## config.mk

```make
export PLATFORM = sky130hd
export DESIGN_NAME = sva_result_collector
export DESIGN_NICKNAME = d
export VERILOG_FILES = /design/src/rtl/sva_result_pkg.sv /design/src/rtl/sva_result_fifo.sv /design/src/rtl/sva_result_collector.sv
export SDC_FILE = /design/constraint.sdc
export NUM_CORES = 1
export LEC_CHECK = 0
export ABC_AREA = 1
export BUFFER_PORTS_ARGS = -buffer_cell sky130_fd_sc_hd__buf_2
export CORE_MARGIN = 2
export CORE_UTILIZATION = 48
export DETAILED_ROUTE_END_ITERATION = 16
export GPL_TIMING_DRIVEN = 0
export PLACE_DENSITY = 0.67
export SLEW_MARGIN = 30
export SYNTH_ARGS = -nofsm -noshare
export SYNTH_HDL_FRONTEND = slang
export SYNTH_SLANG_ARGS = --single-unit
```

## constraint.sdc

```tcl
create_clock -name sys_clk -period 3.75 [get_ports sys_clk]
set_input_delay 0.75 -clock sys_clk [delete_from_list [all_inputs] [get_ports sys_clk]]
set_output_delay 0.75 -clock sys_clk [all_outputs]
set_load 0.02 [all_outputs]
```

## src/rtl/sva_result_pkg.sv

```systemverilog
// Shared types and helpers for the SVA result collector.
//   sva_rec_t     : packed per-window summary record {stamp, n_succ, n_fail, n_lazy}
//                   at the default widths (16-bit stamp, 4-bit counters)
//   sva_verdict_t : overall run verdict encoding
//   sat_inc       : saturating increment for counters up to 32 bits wide
package sva_result_pkg;

  localparam int unsigned SVA_STAMP_W   = 16;
  localparam int unsigned SVA_WIN_CNT_W = 4;

  typedef struct packed {
    logic [SVA_STAMP_W-1:0]   stamp;
    logic [SVA_WIN_CNT_W-1:0] n_succ;
    logic [SVA_WIN_CNT_W-1:0] n_fail;
    logic [SVA_WIN_CNT_W-1:0] n_lazy;
  } sva_rec_t;

  typedef enum logic [1:0] {
    V_IDLE = 2'd0,
    V_RUN  = 2'd1,
    V_LAZY = 2'd2,
    V_FAIL = 2'd3
  } sva_verdict_t;

  // Counters are zero-extended into 32 bits by the caller and truncated back.
  function automatic logic [31:0] sat_inc(input logic [31:0] v,
                                          input logic [31:0] max_v,
                                          input logic        en);
    if (en && (v < max_v)) return v + 32'd1;
    return v;
  endfunction

endpackage

```

## src/rtl/sva_result_fifo.sv

```systemverilog
// Synchronous record FIFO with valid/ready head interface.
//   sys_clk, sys_rst_n : clock, asynchronous active-low reset
//   clr                : synchronous flush (priority over push/pop)
//   push, push_data    : write request; ignored when full unless a pop frees a slot
//   pop_ready          : consumer accepts head when head_valid is high
//   head_valid         : FIFO not empty
//   head_data          : oldest record, forced to zero while empty
//   drop               : push was refused because the FIFO was full
module sva_result_fifo #(
  parameter int unsigned DW    = 28,
  parameter int unsigned DEPTH = 8
) (
  input  logic          sys_clk,
  input  logic          sys_rst_n,
  input  logic          clr,
  input  logic          push,
  input  logic [DW-1:0] push_data,
  input  logic          pop_ready,
  output logic          head_valid,
  output logic [DW-1:0] head_data,
  output logic          drop
);

  localparam int unsigned AW = $clog2(DEPTH);

  logic [DW-1:0] mem [DEPTH];
  logic [AW:0]   wr_ptr;
  logic [AW:0]   rd_ptr;
  logic          empty;
  logic          full;
  logic          pop_ok;
  logic          push_ok;

  // Extra MSB on each pointer distinguishes full from empty when the indices match.
  assign empty   = (wr_ptr == rd_ptr);
  assign full    = (wr_ptr[AW] != rd_ptr[AW]) && (wr_ptr[AW-1:0] == rd_ptr[AW-1:0]);
  assign pop_ok  = pop_ready & ~empty;
  // A same-cycle pop frees the head slot, so a push into a full FIFO still lands.
  assign push_ok = push & (~full | pop_ok);
  assign drop    = push & full & ~pop_ok;

  assign head_valid = ~empty;
  assign head_data  = empty ? '0 : mem[rd_ptr[AW-1:0]];

  always_ff @(posedge sys_clk) begin
    if (push_ok && !clr) mem[wr_ptr[AW-1:0]] <= push_data;
  end

  always_ff @(posedge sys_clk or negedge sys_rst_n) begin
    if (!sys_rst_n) begin
      wr_ptr <= '0;
      rd_ptr <= '0;
    end else if (clr) begin
      wr_ptr <= '0;
      rd_ptr <= '0;
    end else begin
      if (push_ok) wr_ptr <= wr_ptr + 1'b1;
      if (pop_ok)  rd_ptr <= rd_ptr + 1'b1;
    end
  end

endmodule

```

## src/rtl/sva_result_collector.sv

```systemverilog
// Bins SVA checker pulses (succ/fail/lazy_succ) into gclk evaluation windows,
// queues per-window records, and keeps run-level totals and a verdict.
//   sys_clk, sys_rst_n  : system clock, asynchronous active-low reset
//   clr                 : synchronous clear of all state, overrides other inputs
//   win_tick, win_stamp : closes the open window / opens a new one stamped win_stamp
//   succ, fail, lazy_succ : one-cycle checker pulses
//   rec_valid/ready/data  : record FIFO head, rec_data = {stamp,n_succ,n_fail,n_lazy}
//   total_*             : saturating run totals, updated one cycle after the event
//   first_fail_valid/stamp : window stamp of the first fail (0 if no window open)
//   verdict             : sva_verdict_t
//   overflow            : sticky, a record was dropped on a full FIFO
//   orphan              : sticky, an event arrived with no window open
// WIN_CNT_W and CNT_W must not exceed 32.
module sva_result_collector
  import sva_result_pkg::*;
#(
  parameter int unsigned STAMP_W    = 16,
  parameter int unsigned WIN_CNT_W  = 4,
  parameter int unsigned CNT_W      = 32,
  parameter int unsigned DEPTH      = 8,
  parameter int unsigned EMIT_EMPTY = 0
) (
  input  logic                         sys_clk,
  input  logic                         sys_rst_n,
  input  logic                         clr,
  input  logic                         win_tick,
  input  logic [STAMP_W-1:0]           win_stamp,
  input  logic                         succ,
  input  logic                         fail,
  input  logic                         lazy_succ,
  output logic                         rec_valid,
  input  logic                         rec_ready,
  output logic [STAMP_W+3*WIN_CNT_W-1:0] rec_data,
  output logic [CNT_W-1:0]             total_succ,
  output logic [CNT_W-1:0]             total_fail,
  output logic [CNT_W-1:0]             total_lazy,
  output logic                         first_fail_valid,
  output logic [STAMP_W-1:0]           first_fail_stamp,
  output logic [1:0]                   verdict,
  output logic                         overflow,
  output logic                         orphan
);

  localparam int unsigned REC_W   = STAMP_W + 3*WIN_CNT_W;
  localparam logic [31:0] WIN_MAX = 32'((64'd1 << WIN_CNT_W) - 64'd1);
  localparam logic [31:0] CNT_MAX = 32'((64'd1 << CNT_W) - 64'd1);

  logic                 win_open;
  logic [STAMP_W-1:0]   cur_stamp;
  logic [WIN_CNT_W-1:0] w_succ, w_fail, w_lazy;
  logic [WIN_CNT_W-1:0] nxt_succ, nxt_fail, nxt_lazy;
  logic [CNT_W-1:0]     tot_succ_q, tot_fail_q, tot_lazy_q;
  logic                 ff_valid_q;
  logic [STAMP_W-1:0]   ff_stamp_q;
  sva_verdict_t         verdict_q;
  logic                 overflow_q;
  logic                 orphan_q;
  logic                 rec_push;
  logic [REC_W-1:0]     rec_in;
  logic                 fifo_drop;

  // Window counts including this cycle's events; a closing record uses these.
  always_comb begin
    nxt_succ = WIN_CNT_W'(sat_inc(32'(w_succ), WIN_MAX, succ      & win_open));
    nxt_fail = WIN_CNT_W'(sat_inc(32'(w_fail), WIN_MAX, fail      & win_open));
    nxt_lazy = WIN_CNT_W'(sat_inc(32'(w_lazy), WIN_MAX, lazy_succ & win_open));
    rec_in   = {cur_stamp, nxt_succ, nxt_fail, nxt_lazy};
    rec_push = win_tick & win_open &
               ((|{nxt_succ, nxt_fail, nxt_lazy}) | (EMIT_EMPTY != 0));
  end

  sva_result_fifo #(
    .DW    (REC_W),
    .DEPTH (DEPTH)
  ) u_fifo (
    .sys_clk    (sys_clk),
    .sys_rst_n  (sys_rst_n),
    .clr        (clr),
    .push       (rec_push),
    .push_data  (rec_in),
    .pop_ready  (rec_ready),
    .head_valid (rec_valid),
    .head_data  (rec_data),
    .drop       (fifo_drop)
  );

  always_ff @(posedge sys_clk or negedge sys_rst_n) begin
    if (!sys_rst_n) begin
      win_open   <= 1'b0;
      cur_stamp  <= '0;
      w_succ     <= '0;
      w_fail     <= '0;
      w_lazy     <= '0;
      tot_succ_q <= '0;
      tot_fail_q <= '0;
      tot_lazy_q <= '0;
      ff_valid_q <= 1'b0;
      ff_stamp_q <= '0;
      verdict_q  <= V_IDLE;
      overflow_q <= 1'b0;
      orphan_q   <= 1'b0;
    end else if (clr) begin
      win_open   <= 1'b0;
      cur_stamp  <= '0;
      w_succ     <= '0;
      w_fail     <= '0;
      w_lazy     <= '0;
      tot_succ_q <= '0;
      tot_fail_q <= '0;
      tot_lazy_q <= '0;
      ff_valid_q <= 1'b0;
      ff_stamp_q <= '0;
      verdict_q  <= V_IDLE;
      overflow_q <= 1'b0;
      orphan_q   <= 1'b0;
    end else begin
      tot_succ_q <= CNT_W'(sat_inc(32'(tot_succ_q), CNT_MAX, succ));
      tot_fail_q <= CNT_W'(sat_inc(32'(tot_fail_q), CNT_MAX, fail));
      tot_lazy_q <= CNT_W'(sat_inc(32'(tot_lazy_q), CNT_MAX, lazy_succ));

      if (!win_open && (succ || fail || lazy_succ)) orphan_q <= 1'b1;
      if (fifo_drop) overflow_q <= 1'b1;

      if (fail && !ff_valid_q) begin
        ff_valid_q <= 1'b1;
        ff_stamp_q <= win_open ? cur_stamp : '0;
      end

      if (win_tick) begin
        win_open  <= 1'b1;
        cur_stamp <= win_stamp;
        w_succ    <= '0;
        w_fail    <= '0;
        w_lazy    <= '0;
      end else begin
        w_succ <= nxt_succ;
        w_fail <= nxt_fail;
        w_lazy <= nxt_lazy;
      end

      if (fail) begin
        verdict_q <= V_FAIL;
      end else begin
        unique case (verdict_q)
          V_IDLE:  if (win_tick)  verdict_q <= V_RUN;
          V_RUN:   if (lazy_succ) verdict_q <= V_LAZY;
          V_LAZY:  verdict_q <= V_LAZY;
          V_FAIL:  verdict_q <= V_FAIL;
          default: verdict_q <= V_IDLE;
        endcase
      end
    end
  end

  assign total_succ       = tot_succ_q;
  assign total_fail       = tot_fail_q;
  assign total_lazy       = tot_lazy_q;
  assign first_fail_valid = ff_valid_q;
  assign first_fail_stamp = ff_stamp_q;
  assign verdict          = verdict_q;
  assign overflow         = overflow_q;
  assign orphan           = orphan_q;

endmodule
```

After elaboration in Yosys (flattened, before gate mapping)
Memories as Yosys holds them, arrays and structs flattened. Cells that the tools add are included.

Bits in registers: 154. Latch bits: 0. RAM bits: 224. ROM bits: 0. Input port bits: 24. Logic and storage cells: 133. Memories: 1.

Memory list: u_fifo.mem (depth 8, bits a word 28, rd ports 1, clocked after Yosys merged registers in 0, wr ports 1, line sva_result_fifo.sv:26) `logic [DW-1:0] mem [DEPTH];`.

Add/sub/neg operators: 8. Multipliers: 0. Div/mod/pow operators: 0. Order comparisons: 6. Eq/ne operators: 8. Shifts and indexed selects: 0. Muxes and demuxes: 55. Bitwise gates (word level): 13. Reduce and logical (&&, ||, !) cells: 27.

Operators with widths (number): $mux 32 (9); $add 32x1->32 const B (3); $lt 32x32->1 const B (3); $mux 16 (5); $mux 4 (16); $mux 28 (1); $add 4x1->4 const B (5); $mux 1 (19); $reduce_bool 2->1 (9); $lt 4x4->1 const B (3); $reduce_or 12->1 (1); $logic_and 1x1->1 (10); $and 1x1->1 (9); $mux 2 (4); $ne 4x4->1 const B (2); $pmux 2 s4 (1); $eq 2x2->1 const B (2); $eq 4x4->1 (1); $eq 3x3->1 (1); $logic_not 1->1 (3); $not 1->1 (3); $eq 2x1->1 const B (1); $logic_not 2->1 (1); $logic_or 1x1->1 (2); other kinds (3) (3).

Longest topological paths before layout
Depth after elaboration: 10. Gate-level depth with buffers: 13.

Hierarchy
A second synthesis with hierarchy kept.

Cells, all modules: 2033. Area, all modules: 18361.4 um^2.

Modules (own cells, without submodules): sva_result_fifo (instances 1, cells each 746, area each 9431.5 um^2); sva_result_collector (instances 1, cells each 1287, area each 8929.8 um^2).

Least setup slack after synthesis
No wires, ideal clock.

Path kind: input-to-reg. From: input fail. To: memory u_fifo.mem[0][0], enable pin. Arrival time: 2.715 ns. Data required time: 3.337 ns. Slack: 0.622 ns. Stages: 10. Cell sequence: nand2_1 inv_2 nand2_2 nand2_1 nand2_1 nand2_1 nor2_1 nand3_1 nand4_2 nor2_1.

Longest elaborated chain between the ends: 10.

RTL lines: start: declaration (line sva_result_collector.sv:29) `input logic fail,`; $and 1x1->1 (line sva_result_collector.sv:65) `nxt_fail = WIN_CNT_W'(sat_inc(32'(w_fail), WIN_MAX, fail & win_open));`; $logic_and 1x1->1 (line sva_result_pkg.sv:29) `if (en && (v < max_v)) return v + 32'd1;`; $mux 1 (line sva_result_pkg.sv:29); $mux 4 (line sva_result_pkg.sv:30) `return v;`; $reduce_or 12->1 (line sva_result_collector.sv:69) `((|{nxt_succ, nxt_fail, nxt_lazy}) | (EMIT_EMPTY != 0));`; $and 1x1->1 (line sva_result_collector.sv:68) `rec_push = win_tick & win_open &`; $and 1x1->1 (line sva_result_fifo.sv:39) `assign push_ok = push & (~full | pop_ok);`; $logic_and 1x1->1 (line sva_result_fifo.sv:46) `if (push_ok && !clr) mem[wr_ptr[AW-1:0]] <= push_data;`; $mux 1 (line sva_result_fifo.sv:46); $mux 1 (implied by the code) (line sva_result_fifo.sv:46); end: declaration (line sva_result_fifo.sv:26).

No other way between the ends.

Worst setup path after layout
From: register u_fifo.wr_ptr[0]. To: output rec_data[25].

Longest elaborated chain between the ends: 2.

RTL lines: start: declaration (line sva_result_fifo.sv:27) `logic [AW:0] wr_ptr;`; start signal: assignment (line sva_result_fifo.sv:57) `if (push_ok) wr_ptr <= wr_ptr + 1'b1;`; $eq 4x4->1 (line sva_result_fifo.sv:35) `assign empty = (wr_ptr == rd_ptr);`; $mux 28 (line sva_result_fifo.sv:43) `assign head_data = empty ? '0 : mem[rd_ptr[AW-1:0]];`; end: declaration (line sva_result_collector.sv:33) `output logic [STAMP_W+3*WIN_CNT_W-1:0] rec_data,`.

No other way between the ends.

==> impl_metrics.yaml <==
clock_tree:
  post_cts_buffers: 0
  cts_sinks: 378
  root_buffer: "clkbuf_16"
  htreeDepth: 2
  worstSkewPairLatency_ps: 560
  cts_tree: "built"
  cts_buffer_depth: 3
  clk_pin_slew_worst_paths_ps: 60
  cts_buffers: 41
  cts_hold_buffers: 0
  post_cts_resized: 0
worst_setup_path:
  crit_path_end_kind: "primary output"
  critPathMaxFanout: 10
  cp.arrival_ps: 2840
  start_kind: "flip-flop"
  rr_startpoint: "w_succ[0]$_DFF_PN0_"
  crit_start: "u_fifo.wr_ptr[0]$_DFFE_PN0P_"
  path_buf_inv: 4
  path_class: "flip-flop to primary output"
  crit_slowest_cell: "dfrtp_1"
  cp.required_ps: 3000
  cpLargestDelayFamily: "buffers and inverters"
  worstPathCellList: "buf_2 -> xnor2_1 -> nand2_1 -> nor2_1 -> nand2_1 -> clkbuf_2 -> buf_2 -> o21ai_0 -> a31oi_1 -> buf_2"
  crit_top_cell: "buf_2"
  max_stage_delay_ps: 390
layout:
  multi_input_area_sq_um: 6200
  fill_cells: 3169
  drive_gt1_frac: 0.153
  post-route-util: 0.570
  register_area_sq_um: 10600
  nNetsFinal: 2167
  layout.cells.non_filler: 2634
  syn_to_final_growth_pct: 17.1
timing:
  hold_violations: 0
  tightestPinTransition_ps: 846
  rsz0062_at_grt: "false"
  finClkSkew_ps: 10.7
  max_freq_mhz: 278
  period_needed_ps: 3590
  post-route-period-util: 0.958
  maxSlewHeadroom: 0.436
  setup_ws_ps: 158
  slew_viol_final: 0
  tns_ps: 0
  setup_violations: 0
logic_synthesis:
  ys.flop_type: "edfxtp_1"
  yosysWarnings: 0
  synthCells: 1912
  yosys-top-cells-area: "edfxtp_1 (38%), dfrtp_1 (22%), nor2_1 (6.7%)"
  synth_top_cell_area_share: 0.379
  ys_seq_area_frac: 0.595
  yosysTopAreaCell: "edfxtp_1"
  syn-mean-instance-area_sq_um: 9.29
  synth_cell_types: 45
  async_flop_share: 0.407
  synth.net_count: 1946
  syn_area_sq_um: 17800
  synth_edf_count: 224
  synth_common_cells: "nor2_1 (315), nand2_1 (310), edfxtp_1 (224)"
  yosysMostFrequentCell: "nor2_1"
  synth-seq-cells: 378
placement:
  gp_congestion: 0.932
  pre_cts_slack_ps: 189
  dp.cells: 2558
  place_hpwl_mm: 37.3
  placement.io_buffers: 167
global_routing:
  grt_usage: 0.271
  overflow: 0
  grt_pass1_wl_mm: 80.0
  grt_max_degree: 80
  antenna_found_initial: 3
  grt_pass1_vias: 14200
drt:
  wirelength_mm: 52.3
  dr.pass1.iters: 5
  wire_per_inst_microns: 19.8
  detail-route-antenna-nets: 0
  first_iter_violations: 1147
  drc: 0
  viasPerCell: 5.57
  vias: 14700
power:
  power.density_nw_per_um2: 499
  peakVddDrop_mv: 0.257
  p_leak_nw: 8.27
  p_total_w: 0.0104
floorplan:
  row_count: 70
  num_io_pins: 170
  dieHeight_microns: 196
  core-area_sq_um: 36500
  die_x_microns: 196
  die_area_sq_um: 38600
  start_util: 0.487
status:
  status: "completed"
worst_hold_path:
  hold_path_class: "input pin to asynchronous set/reset pin"
flow_run:
  max_cap_viol_count: 0
## sequential cells by signal (all words and copies together) (netlist names)
register,count
first_fail_stamp,16
total_lazy,32
overflow,1
first_fail_valid,1
u_fifo.wr_ptr,4
total_succ,32
u_fifo.rd_ptr,4
w_succ,4
u_fifo.mem,224
win_open,1
orphan,1
w_fail,4
verdict,2
w_lazy,4
cur_stamp,16
total_fail,32
## per-stage QoR
step                      hold WS [ps]  cell area, sq um
after floorplan                    454             17800
after global placement             486             19200
after detailed placement           496             19500
after CTS                          192             20800
after global routing               228             20800
final                              186             20800
## layout make-up
class,count,area share
inverter,183,0.0333
buffer,83,0.0176
multi-input combinational,1268,0.298
clock buffer,51,0.0536
sequential,378,0.508
antenna,2,0.000240
tap,468,0.0281
clock inverter,23,0.00938
timing repair buffer,178,0.0516
## final timing paths
| path | endpoint | slack [ps] | depth (start not counted) |
|---|---|---|---|
| max | rec_data[25] | 160 | 10 |
| min | total_fail[29]$_DFFE_PN0P_ | 190 | 1 |
| max in group asynchronous | total_lazy[9]$_DFFE_PN0P_ | 2740 | 2 |
| min reg2reg | total_lazy[16]$_DFFE_PN0P_ | 510 | 2 |
| max reg2reg | u_fifo.mem[3][10]$_DFFE_PP_ | 630 | 11 |
| min in group sys_clk | cur_stamp[9]$_DFFE_PN0N_ | 440 | 3 |
## layer usage
metal | vias up | GRT usage | part of all wire
li1 | 6977 | - | -
met1 | 7062 | 0.362 | 0.42
met2 | 517 | 0.445 | 0.47
met3 | 108 | 0.0607 | 0.077
met4 | 2 | 0.0847 | 0.029
met5 | - | 0 | 0.00031
## power by group
group	internal (W)	switching [W]	leakage (nW)	total, W
sequential	0.00447	0.0000604	4.11	0.00453
combinational	0.000511	0.00136	3.51	0.00187
clock	0.00231	0.00167	0.651	0.00399
total	0.00730	0.00309	8.27	0.0104
## layout by cell type (no fill, tap or decap), types with 4 or more instances in the layout
cell type  count
nand2_1      310
buf_16         5
xnor2_1        4
clkinv_2      11
o21ai_2        7
nor4_1         5
clkbuf_1      51
nand3_1      100
dfrtp_1      154
a21oi_1       28
o22ai_1       44
xor2_1        31
edfxtp_1     224
a31oi_1       28
inv_1        162
ha_1          10
nor2_2         4
inv_2         16
nor2_4         9
nor3_1        53
nor2_1       307
buf_1          9
o21ai_0      204
nand2_2        9
buf_8          7
o31ai_1       11
nor3_2         7
nand3b_1       6
nand4_1       43
clkbuf_16     42
o21ai_1       29
buf_2        188
clkinv_1      10
## logic make-up (layout without fill, tap and decap cells)
logic type	Yosys count	in the layout	synth area share
AOI/OAI and AO/OA	356	356	0.109
xor gates and xnor gates	35	35	0.0173
adders and majority gates	10	10	0.00704
buffers and inverters	266	518	0.0594
DFF	378	378	0.595
other	0	2	0
and+or+nand+nor	867	867	0.212
No activity file was read; power rests on OpenSTA's default activity.
